File: src/rtl/nonrestoring_divider_pkg.sv
// Shared definitions for the iterative non-restoring divider: FSM state encoding and default width.
package nonrestoring_divider_pkg;

    localparam int DEFAULT_WIDTH = 4;

    typedef enum logic [1:0] {
        IDLE = 2'd0,
        ITER = 2'd1,
        FIX  = 2'd2,
        DONE = 2'd3
    } div_state_e;

endpackage

File: src/rtl/nrdiv_step.sv
// One unsigned non-restoring division step: shift {P,A} left, then add or subtract D
// depending on the sign of the shifted partial remainder; the new quotient bit enters A[0].
module nrdiv_step #(
    parameter int WIDTH = 4
) (
    input  logic [WIDTH+1:0] p,
    input  logic [WIDTH-1:0] a,
    input  logic [WIDTH+1:0] d,
    output logic [WIDTH+1:0] p_next,
    output logic [WIDTH-1:0] a_next
);

    logic [WIDTH+1:0] p_shift;

    always_comb begin
        p_shift = (p << 1) | {{(WIDTH+1){1'b0}}, a[WIDTH-1]};
        // |P| < 2D always holds, so the shift never disturbs the sign bit
        p_next  = p_shift[WIDTH+1] ? (p_shift + d) : (p_shift - d);
        a_next  = {a[WIDTH-2:0], ~p_next[WIDTH+1]};
    end

endmodule

File: src/rtl/nonrestoring_divider.sv
// Signed truncating divider: start-edge launch, WIDTH non-restoring steps on magnitudes,
// then a fix-up cycle that restores the remainder and applies the operand signs.
module nonrestoring_divider
    import nonrestoring_divider_pkg::*;
#(
    parameter int WIDTH = DEFAULT_WIDTH
) (
    input  logic             clk,
    input  logic             rst,
    input  logic             start,
    input  logic [WIDTH-1:0] dividend,
    input  logic [WIDTH-1:0] divisor,
    output logic [WIDTH-1:0] quotient,
    output logic [WIDTH-1:0] remainder,
    output logic             busy,
    output logic             done,
    output logic             div_zero,
    output logic             ovf
);

    localparam int CW = $clog2(WIDTH + 1);

    div_state_e state_reg, state_next;

    logic             d1_reg, d2_reg;
    logic             edge_start;
    logic [CW-1:0]    cnt_reg;
    logic [WIDTH+1:0] p_reg, d_reg;
    logic [WIDTH-1:0] a_reg, dvd_reg;
    logic             neg_dvd_reg, neg_dvs_reg, zero_reg, ovf_case_reg;

    logic [WIDTH-1:0] quotient_reg, remainder_reg;
    logic             busy_reg, done_reg, div_zero_reg, ovf_reg;

    logic [WIDTH+1:0] step_p;
    logic [WIDTH-1:0] step_a;
    logic [WIDTH-1:0] abs_dvd, abs_dvs;
    logic [WIDTH+1:0] p_fix, r_full;
    logic [WIDTH-1:0] q_signed;

    assign edge_start = d1_reg & ~d2_reg;

    nrdiv_step #(.WIDTH(WIDTH)) u_step (
        .p      (p_reg),
        .a      (a_reg),
        .d      (d_reg),
        .p_next (step_p),
        .a_next (step_a)
    );

    // A WIDTH-bit unsigned magnitude already holds |min| = 2^(WIDTH-1)
    always_comb begin
        abs_dvd  = dividend[WIDTH-1] ? -dividend : dividend;
        abs_dvs  = divisor[WIDTH-1]  ? -divisor  : divisor;
        p_fix    = p_reg[WIDTH+1] ? (p_reg + d_reg) : p_reg;
        r_full   = neg_dvd_reg ? -p_fix : p_fix;
        q_signed = (neg_dvd_reg ^ neg_dvs_reg) ? -a_reg : a_reg;
    end

    always_comb begin
        state_next = state_reg;
        case (state_reg)
            IDLE: if (edge_start) state_next = ITER;
            ITER: if (cnt_reg == CW'(1)) state_next = FIX;
            FIX:  state_next = DONE;
            DONE: state_next = IDLE;
            default: state_next = IDLE;
        endcase
    end

    always_ff @(posedge clk) begin
        if (rst) begin
            state_reg     <= IDLE;
            d1_reg        <= 1'b0;
            d2_reg        <= 1'b0;
            cnt_reg       <= '0;
            p_reg         <= '0;
            d_reg         <= '0;
            a_reg         <= '0;
            dvd_reg       <= '0;
            neg_dvd_reg   <= 1'b0;
            neg_dvs_reg   <= 1'b0;
            zero_reg      <= 1'b0;
            ovf_case_reg  <= 1'b0;
            quotient_reg  <= '0;
            remainder_reg <= '0;
            busy_reg      <= 1'b0;
            done_reg      <= 1'b0;
            div_zero_reg  <= 1'b0;
            ovf_reg       <= 1'b0;
        end else begin
            state_reg <= state_next;
            d1_reg    <= start;
            d2_reg    <= d1_reg;
            done_reg  <= 1'b0;
            case (state_reg)
                IDLE: if (edge_start) begin
                    p_reg        <= '0;
                    a_reg        <= abs_dvd;
                    d_reg        <= {2'b00, abs_dvs};
                    dvd_reg      <= dividend;
                    neg_dvd_reg  <= dividend[WIDTH-1];
                    neg_dvs_reg  <= divisor[WIDTH-1];
                    zero_reg     <= (divisor == '0);
                    ovf_case_reg <= (dividend == {1'b1, {(WIDTH-1){1'b0}}}) && (divisor == '1);
                    cnt_reg      <= CW'(WIDTH);
                    busy_reg     <= 1'b1;
                    div_zero_reg <= 1'b0;
                    ovf_reg      <= 1'b0;
                end
                ITER: begin
                    p_reg   <= step_p;
                    a_reg   <= step_a;
                    cnt_reg <= cnt_reg - CW'(1);
                end
                FIX: begin
                    // Truncation to WIDTH bits happens only here; min / -1 wraps naturally
                    quotient_reg  <= zero_reg ? '1 : q_signed;
                    remainder_reg <= zero_reg ? dvd_reg : WIDTH'(r_full);
                    div_zero_reg  <= zero_reg;
                    ovf_reg       <= ovf_case_reg;
                    busy_reg      <= 1'b0;
                    done_reg      <= 1'b1;
                end
                default: ;
            endcase
        end
    end

    assign quotient  = quotient_reg;
    assign remainder = remainder_reg;
    assign busy      = busy_reg;
    assign done      = done_reg;
    assign div_zero  = div_zero_reg;
    assign ovf       = ovf_reg;

endmodule

File: config.mk
export PLATFORM = sky130hd
export DESIGN_NAME = nonrestoring_divider
export DESIGN_NICKNAME = d
export VERILOG_FILES = /design/src/rtl/nonrestoring_divider_pkg.sv /design/src/rtl/nrdiv_step.sv /design/src/rtl/nonrestoring_divider.sv
export SDC_FILE = /design/constraint.sdc
export NUM_CORES = 1
export LEC_CHECK = 0
export ABC_CLOCK_PERIOD_IN_PS = 2420
export BUFFER_PORTS_ARGS = -buffer_cell sky130_fd_sc_hd__buf_4
export CORE_ASPECT_RATIO = 1.25
export CORE_MARGIN = 2
export CORE_UTILIZATION = 45
export DETAILED_ROUTE_END_ITERATION = 10
export GPL_TIMING_DRIVEN = 0
export HOLD_SLACK_MARGIN = 0.12
export PLACE_DENSITY = 0.66
export REMOVE_ABC_BUFFERS = 1
export SLEW_MARGIN = 20
export SYNTH_ARGS = -nofsm -noshare
export SYNTH_HDL_FRONTEND = slang
export SYNTH_SLANG_ARGS = --single-unit
File: constraint.sdc
create_clock -name clk -period 2.42 [get_ports clk]
set_input_delay 0.363 -clock clk [delete_from_list [all_inputs] [get_ports clk]]
set_output_delay 0.363 -clock clk [all_outputs]
set_load 0.005 [all_outputs]
Word-level counts from Yosys, hierarchy flattened

Cells that the tools add are included.

Word-level logic and storage cells: 71
Output and inout bits: 12
Bits of input ports: 11
Register bits after elaboration: 41

Mux-type cells: 23
Equal/unequal tests: 8
Add/sub/neg operators: 8
Bitwise operators: 5
Reduce and logical (&&, ||, !) cells: 9

Operator list:

| cell                                                 | number |
|---|---|
| two-way mux 4 bit                                    | 8 |
| negator 4 bit                                        | 4 |
| two-way mux 6 bit                                    | 2 |
| one-hot mux 6 bit (2 select lines)                   | 1 |
| equality test 4 bit (second input constant)          | 2 |
| one-hot mux 2 bit (4 select lines)                   | 1 |
| one-hot mux 4 bit (2 select lines)                   | 1 |
| AND reduction 2 bit                                  | 4 |
| adder 6 x 4 -> 6 bit                                 | 1 |
| bitwise OR 6 x 1 -> 6 bit                            | 1 |
| one-hot mux 1 bit (2 select lines)                   | 3 |
| one-hot mux 3 bit (2 select lines)                   | 1 |
| subtractor 6 x 4 -> 6 bit                            | 1 |
| adder 4 bit                                          | 1 |
| equality test 2 bit (second input constant)          | 2 |
| logical NOT 4 bit                                    | 1 |
| two-way mux 2 bit                                    | 2 |
| inequality test 2 bit (second input constant)        | 2 |
| nonzero test 2 bit                                   | 2 |
| equality test 3 x 1 -> 1 bit (second input constant) | 1 |
| two-way mux 1 bit                                    | 3 |
| two-way mux 3 bit                                    | 1 |
| subtractor 3 x 1 -> 3 bit (second input constant)    | 1 |
| equality test 2 x 1 -> 1 bit (second input constant) | 1 |
| 5 further kinds                                      | 6 |

Logic depth before layout (Yosys ltp)

Gate-level depths: netlist of run 1.

Word-level depth: 5
Mapped depth: 10
Mapped depth without buffers: 10

Modules after synthesis

Synthesis of run 1 repeated with hierarchy kept, for this count alone.

Cell total of the unflattened synthesis: 289
Area, all modules: 2392.3 um2

Modules (own cells, without submodules):

| module               | area each (um2) | instances | seq. area each (um2) | cells each |
|---|---|---|---|---|
| nonrestoring_divider | 2062.0          | 1         | 800.8                | 247 |
| nrdiv_step           | 330.3           | 1         | 0.0                  | 42 |

Worst setup path after synthesis of run 1

No wires, ideal clock.

Path type: reg-to-reg
Start: register d_reg[1]
End: register a_reg[0]
Setup time: 0.116 ns
Setup slack: 0.131 ns
Arrival time: 2.173 ns
Data required time: 2.304 ns
Clock period less this slack: 2.289 ns
Stages on the path, launching flop included: 10
Cell sequence: dfxtp_1 > inv_1 > ha_1 > mux2_2 > ha_1 > a211oi_1 > o21bai_1 > a21oi_1 > mux2_2 > o211a_1

Cells in the longest elaborated chain, start to end: 4
Elaborated cells between the ends (all ways): 5
Those cells by class: 2 x add/sub; 2 x mux; 1 x bitwise

Ends and longest elaborated chain:

| element                                                                  | line                        | RTL |
|---|---|---|
| start, declared                                                          | nonrestoring_divider.sv:28  | `logic [WIDTH+1:0] p_reg, d_reg;` |
| start signal, assigned                                                   | nonrestoring_divider.sv:100 | `d_reg <= {2'b00, abs_dvs};` |
| subtractor 6 x 4 -> 6 bit / adder 6 x 4 -> 6 bit (equally long branches) | nrdiv_step.sv:18            | `p_next = p_shift[WIDTH+1] ? (p_shift + d) : (p_shift - d);` |
| two-way mux 6 bit *                                                      | nrdiv_step.sv:18            |  |
| NOT 1 bit *                                                              | nrdiv_step.sv:19            | `a_next = {a[WIDTH-2:0], ~p_next[WIDTH+1]};` |
| one-hot mux 4 bit (2 select lines) *                                     | nonrestoring_divider.sv:96  | `case (state_reg)` |
| end signal, assigned                                                     | nonrestoring_divider.sv:99  | `a_reg <= abs_dvd;` |
| end signal, assigned                                                     | nonrestoring_divider.sv:113 | `a_reg <= step_a;` |
| end, declared                                                            | nonrestoring_divider.sv:29  | `logic [WIDTH-1:0] a_reg, dvd_reg;` |

Every way passes the cells marked *; elsewhere a longest branch is shown, timed or not.
A chain may end at the register's enable or synchronous reset.

Final worst setup path of run 1

Ends and elaborated chain as after synthesis.

==> results of run 1 <==
==> per-stage QoR <==
| stage | hold slack (ns) | power, mW | setup TNS (ns) | instances | util |
|---|---|---|---|---|---|
| finish | 0.283 | 2.30 | 0 | 357 | 0.527 |
| floorplan | 0.430 | 1.50 | 0 | 265 | - |
| detailed placement | 0.447 | 1.75 | -0.0672 | 349 | 0.500 |
| global route | 0.278 | 2.49 | 0 | 357 | 0.527 |
| global placement | 0.443 | 1.73 | -0.0514 | 349 | 0.500 |
| CTS | 0.279 | 2.30 | 0 | 357 | 0.523 |
==> what timing repair did <==
item,4_1_cts,5_1_grt
gates resized for setup,3,4
pin swaps,0,1
endpoints found under the setup margin,2,4
hold endpoints to repair,0,0
==> final timing paths <==
kind	start	to	slack [ns]	cells past startpoint
worst max register to register	d_reg[1]	a_reg[0]	0.10	9
worst min-delay path	start	d1_reg	0.28	2
worst max-delay path	d_reg[1]	a_reg[0]	0.10	9
worst min register to register	dvd_reg[0]	dvd_reg[0]	0.46	2
==> routing by layer <==
layer	vias to the layer above	routed length, um
li1	996	-
met1	888	2250
met2	35	2470
met3	9	142
met4	0	81
met5	-	0
==> Yosys cell counts, types with 3 or more instances <==
master | instances | area (um2)
a21o_1 | 3 | 22.5
a21oi_1 | 25 | 125
a211oi_1 | 5 | 37.5
nor2b_1 | 6 | 37.5
dfxtp_1 | 40 | 801
o211ai_1 | 4 | 30.0
buf_2 | 3 | 15.0
a22oi_1 | 5 | 37.5
nand2b_1 | 7 | 43.8
mux2i_1 | 6 | 60.1
nand3_1 | 3 | 15.0
nand3b_1 | 3 | 22.5
mux2_2 | 3 | 33.8
inv_1 | 21 | 78.8
nand2_1 | 30 | 113
xor2_1 | 5 | 43.8
xnor2_1 | 7 | 61.3
ha_1 | 20 | 250
nor3_1 | 4 | 20.0
o21ai_0 | 9 | 45.0
o22ai_1 | 3 | 18.8
clkbuf_1 | 9 | 33.8
nor2_1 | 28 | 105
==> layout make-up <==
type | count | area (um2) | area share
multi-input combinational | 204 | 1420 | 0.535
timing repair buffer | 22 | 165 | 0.0621
clock buffer | 6 | 72.6 | 0.0273
sequential | 40 | 807 | 0.304
inverter | 21 | 78.8 | 0.0296
tap | 62 | 77.6 | 0.0292
clock inverter | 2 | 35.0 | 0.0132
==> layout by cell type, fill, tap and decap left out, types with 3 or more instances in the layout <==
cell type  count
a211oi_1       4
nand3b_1       3
inv_1         21
o22ai_1        3
mux2i_1        6
nand2b_1       7
xnor2_1        7
ha_1          19
a21oi_1       25
clkbuf_8       5
dfxtp_1       37
nor2_1        28
a21o_1         3
o211ai_1       4
nand2_1       30
o21ai_0        9
nand3_1        3
xor2_1         5
nor2b_1        6
buf_4         22
nor3_1         4
a22oi_1        5
==> power groups by stage <==
stage | clock network (mW) | logic (mW) | registers (mW)
final | 0.547 | 0.875 | 0.882
after global placement | 0 | 0.841 | 0.891
after floorplan | 0 | 0.628 | 0.869
after CTS | 0.557 | 0.867 | 0.879
after detailed placement | 0 | 0.861 | 0.893
after global routing | 0.583 | 1.01 | 0.900
==> kinds of logic after synthesis <==
| logic type | share of synthesized area |
|---|---|
| adder cells (fa/ha/maj) | 0.124 |
| AO/OA/AOI/OAI | 0.206 |
| flip-flops | 0.341 |
| XOR/XNOR | 0.0448 |
| buffers and inverters | 0.0623 |
| AND/OR/NAND/NOR | 0.182 |
| multiplexers | 0.0400 |
==> impl_results.md, run 1 <==
- Clock Tree Buf Depth: 2
- Initial antenna violation count: 0
- Crit-path max cell delay: 0.38 ns
- H-tree level count: 2
- Netlist cell types: 44
- CTS tree: yes
- Outcome: finished, final reports clean
- CP Capture Type: flip-flop
- Startpoint class of the critical path: flip-flop
- Area Growth Syn to Fin: 13.2%
- Peak supply drop: 539 uV
- Critical Path RT: 2.61 ns
- Dpl cell area: 2520 um2
- Post-Route WL: 4940 um
- # hold bufs at CTS: 0
- Initial core utilization: 0.466
- Max FFs per register: 6
- Routing usage on met3: 0.0322
- Core ar.: 5040 um2
- Final setup viols: 0
- Ant diodes: 0
- Pleak: 1.07 nW
- Final period utilization: 0.957
- Critical path class: reg -> reg
- Syn avg cell area: 8.42 um2
- Worst rel slew slack: 0.460
- Vias/cell: 5.40
- Clock skew: 0.00334 ns
- Setup WS pre-CTS: -0.0568 ns
- First-pass GRT wire length: 8500 um
- Fill count: 491
- Combinational power share: 0.380
- Port buffer count: 22
- Vias: 1928
- Ys flop type: dfxtp_1
- Mapped Area: 2350 um2
- Net Sw Power: 0.847 mW
- Worst EP arrival: 2.51 ns
- Worst skew pair latency: 0.29 ns
- CTS Buf Count: 5
- Clock sinks: 40
- Yosys reg bits: 40
- Vias in the first global route: 1905
- Row count: 29
- Reg clk slew, reported paths: 0.08 ns
- Grt ovf: 0
- Final slew viol count: 0
- Critical Path, Cell by Cell: inv_1, ha_1, mux2_4, ha_4, a211oi_2, o21bai_1, a21oi_1, mux2_2, o211a_1
- Critical-path top delay cell: dfxtp_4
- Yosys warning count: 0
- First-pass detailed-route iteration total: 4
- Post-DP HPWL: 3500 um
- Pint: 1.46 mW
- Nets: 327
- Final WS setup: 0.103 ns
- EDFF count, synth: 0
- Total global-route track usage: 0.192
- Ys async rst share: 0
- Max-Cap Viols: 0
- Root buf cell: clkbuf_8
- Layout cells sized above 1: 0.149
- HP Class: in -> reg
- I/O pins: 23
- RSZ-0062 raised after global routing: false
- Sequential fraction of the synthesis area: 0.341
- DIE WIDTH: 68.6 um
- DRC: 0
- Reg power frac: 0.383
- Min Tclk post-route: 2.32 ns
- Switching Fraction: 0.368
- Clk network pwr share: 0.237
- Post-CTS setup buffer count: 0
- Wire length per cell: 13.8 um
- Design area: 2660 um2
- Pwr dens: 866 nW/um2
- Met1 usage: 0.240
- RePlAce Congestion: 0.792
- Die ar.: 5820 um2
- Largest net degree at the start of global routing: 41
- Max frequency: 432 MHz
- WP buf/inv: 1
- Starting DRT DRC Count: 115
- Worst slew pin tran: 0.807 ns
- CP Max Fanout: 5
- Layer with the highest usage: met2
- Die height: 84.8 um
- Hold Fails Final Rpt: 0
- Top delay family on crit path: multiplexers
- Post-DRT Antenna Nets: 0
- M2 GR Usage: 0.330
- Syn Inst Count: 279
No activity file was read; power rests on OpenSTA's default activity.
==> run 2: changes to the inputs <==
--- a/config.mk
+++ b/config.mk
@@ -5,6 +5,7 @@
 export SDC_FILE = /design/constraint.sdc
 export NUM_CORES = 1
 export LEC_CHECK = 0
+export ABC_AREA = 1
 export ABC_CLOCK_PERIOD_IN_PS = 2420
 export BUFFER_PORTS_ARGS = -buffer_cell sky130_fd_sc_hd__buf_4
 export CORE_ASPECT_RATIO = 1.25
==> impl_results.md, run 2 <==
- Outcome: finished, final reports clean
- Pwr dens: 940 nW/um2 (+8.5%)
- Net Sw Power: 0.991 mW (+17%)
- Starting DRT DRC Count: 105 (-8.7%)
- Vias in the first global route: 1775 (-6.8%)
- Syn avg cell area: 7.29 um2 (-13%)
- Peak supply drop: 566 uV (+5.1%)
- Switching Fraction: 0.410 (+0.0422)
- I/O pins: 23 (unchanged)
- Final WS setup: 0.268 ns (+0.165 ns)
- Wire length per cell: 12.5 um (-9.7%)
- Port buffer count: 22 (unchanged)
- CTS tree: yes
- Initial core utilization: 0.457 (-0.00837)
- Post-CTS Resized: 0 (-3)
- Clock skew: 0.00831 ns (+0.00497 ns)
- Sequential fraction of the synthesis area: 0.350 (+0.00876)
- First-pass GRT wire length: 8020 um (-5.6%)
- CTS Buf Count: 5 (unchanged)
- EDFF count, synth: 0 (unchanged)
- Nets: 368 (+13%)
- Min Tclk post-route: 2.15 ns (-0.165 ns)
- Most common cell after layout, fill and taps aside: nand2_1
- Post-CTS setup buffer count: 0 (unchanged)
- HP Class: in -> reg
- Area Growth Syn to Fin: 12.3%
- Final setup viols: 0 (unchanged)
- Clock sinks: 40 (unchanged)
- Reg clk slew, reported paths: 0.07 ns (about the same)
- Vias/cell: 5.07 (-6.2%)
- Top-count cell post-synth: nand2_1
- Netlist cell types: 35 (-20%)
- Syn Inst Count: 314 (+13%)
- Yosys reg bits: 40 (unchanged)
- Max frequency: 465 MHz (+7.7%)
- H-tree level count: 2 (unchanged)
- Die height: 83.8 um (-1.2%)
- Final period utilization: 0.889 (-0.0681)
- CP Capture Type: flip-flop
- RSZ-0062 raised after global routing: false
- Largest net degree at the start of global routing: 22 (-46%)
- Final setup TNS: 0 ns (unchanged)
- Yosys warning count: 0 (unchanged)
- Hold Fails Final Rpt: 0 (unchanged)
- RePlAce Congestion: 0.860 (+8.5%)
- Setup WS pre-CTS: 0.260 ns (+0.317 ns)
- Max FFs per register: 6 (unchanged)
- Top cells by count, synth: 53 x nand2_1, 51 x inv_1, 40 x dfxtp_1
- Ys flop type: dfxtp_1
- Ant diodes: 0 (unchanged)
- Worst rel slew slack: 0.605 (+0.145)
- Pint: 1.43 mW (-2.0%)
- # hold bufs at CTS: 0 (unchanged)
- Final slew viol count: 0 (unchanged)
- Combinational power share: 0.442 (+0.062)
- Post-DRT Antenna Nets: 0 (unchanged)
- Worst slew pin tran: 0.592 ns (-0.214 ns)
- Startpoint class of the critical path: flip-flop
- Critical path class: reg -> reg
- Cell taking the most area after synthesis: dfxtp_1
- Worst EP arrival: 2.34 ns (-0.17 ns)
- Total global-route track usage: 0.188 (-0.00377)
- Post-Route WL: 4960 um (+0.38%)
- Reg power frac: 0.382 (about the same)
- Core ar.: 5010 um2 (-0.72%)
- Synth area leaders: dfxtp_1 35%, ha_1 11%, nand2_1 8.7%, inv_1 8.4%, a21oi_1 8.1%
- DIE WIDTH: 67.8 um (-1.2%)
- Post-DP HPWL: 3740 um (+6.8%)
- Vias: 2012 (+4.4%)
- Worst skew pair latency: 0.29 ns (about the same)
- Mapped Area: 2290 um2 (-2.5%)
- Clk network pwr share: 0.176 (-0.061)
- Most frequent cells in the layout: 53 x nand2_1, 51 x inv_1, 40 x dfxtp_1
- Yosys top cell area share: 0.350 (+0.00876)
- Die ar.: 5680 um2 (-2.4%)
- Max-Cap Viols: 0 (unchanged)
- Root buf cell: clkbuf_8
- DRC: 0 (unchanged)
- First-pass detailed-route iteration total: 4 (unchanged)
- Layout cells sized above 1: 0.128 (-0.0208)
- Pleak: 1.16 nW (+8.1%)
- Ys async rst share: 0 (unchanged)
- Initial antenna violation count: 0 (unchanged)
- Row count: 29 (unchanged)
- Critical Path RT: 2.61 ns (about the same)
- Grt ovf: 0 (unchanged)
- CP Max Fanout: 4 (-1)
- Clock Tree Buf Depth: 2 (unchanged)
-- run 2: logic make-up (layout without fill, tap and decap cells) --
family | after synthesis | after routing | synth area share
AOI/OAI and AO/OA | 80 | 80 | 0.198
xor gates and xnor gates | 5 | 5 | 0.0191
adders and majority gates | 22 | 22 | 0.127
buffers and inverters | 61 | 82 | 0.107
DFF | 40 | 40 | 0.350
and+or+nand+nor | 106 | 106 | 0.199
-- run 2: metal layers --
layer  up-vias  track usage  wire length, um  share of wire
li1       1066            -                -              -
met1       904        0.249             2210           0.44
met2        35        0.306             2460           0.50
met3         7       0.0391              219          0.044
met4         0       0.0509               73          0.015
met5         -            0                0              0
-- run 2: final cells by class --
| class | instances | area [um2] |
|---|---|---|
| inverters | 53 | 201 |
| flip-flops and latches | 40 | 801 |
| clock inverters | 2 | 12.5 |
| fillers | 510 | 2440 |
| repair buffers | 22 | 165 |
| clock buffers | 5 | 68.8 |
| multi-input cells | 213 | 1240 |
| well taps | 62 | 77.6 |
-- run 2: critical path: stages, from the launching register on --
cell	delay (ns)
dfxtp_1	0.34
inv_1	0.15
ha_1	0.19
inv_1	0.04
nor2_1	0.13
o22ai_1	0.12
ha_1	0.32
nand3_1	0.09
nand3_1	0.10
nand3_1	0.12
nand2_1	0.06
nand2_1	0.06
nand3_1	0.10
o21ai_0	0.17
inv_1	0.05
-- run 2: final timing paths --
| check | to | from | cells after the start | slack, ns |
|---|---|---|---|---|
| max | a_reg[0] | d_reg[1] | 14 | 0.27 |
| min | d1_reg | start | 3 | 0.27 |
| max reg2reg | a_reg[0] | d_reg[1] | 14 | 0.27 |
| min reg2reg | dvd_reg[2] | dvd_reg[2] | 2 | 0.47 |
-- run 2: through the flow --
| step | power, mW | instance area (um2) | instances | utilization | hold WS, ns |
|---|---|---|---|---|---|
| after global placement | 1.98 | 2490 | 390 | 0.497 | 0.443 |
| after detailed placement | 2.01 | 2490 | 390 | 0.497 | 0.451 |
| after global routing | 2.63 | 2570 | 397 | 0.513 | 0.288 |
| after floorplan | 1.69 | 2250 | 306 | - | 0.425 |
| after CTS | 2.43 | 2570 | 397 | 0.513 | 0.270 |
| final | 2.42 | 2570 | 397 | 0.513 | 0.273 |
-- run 2: power by group through the flow --
stage	Sequential (mW)	Combinational (mW)	Clock, mW
2_1_floorplan	0.917	0.771	0
5_1_grt	0.944	1.22	0.464
6_report	0.924	1.07	0.426
4_1_cts	0.923	1.07	0.436
3_5_place_dp	0.938	1.07	0
3_3_place_gp	0.938	1.04	0
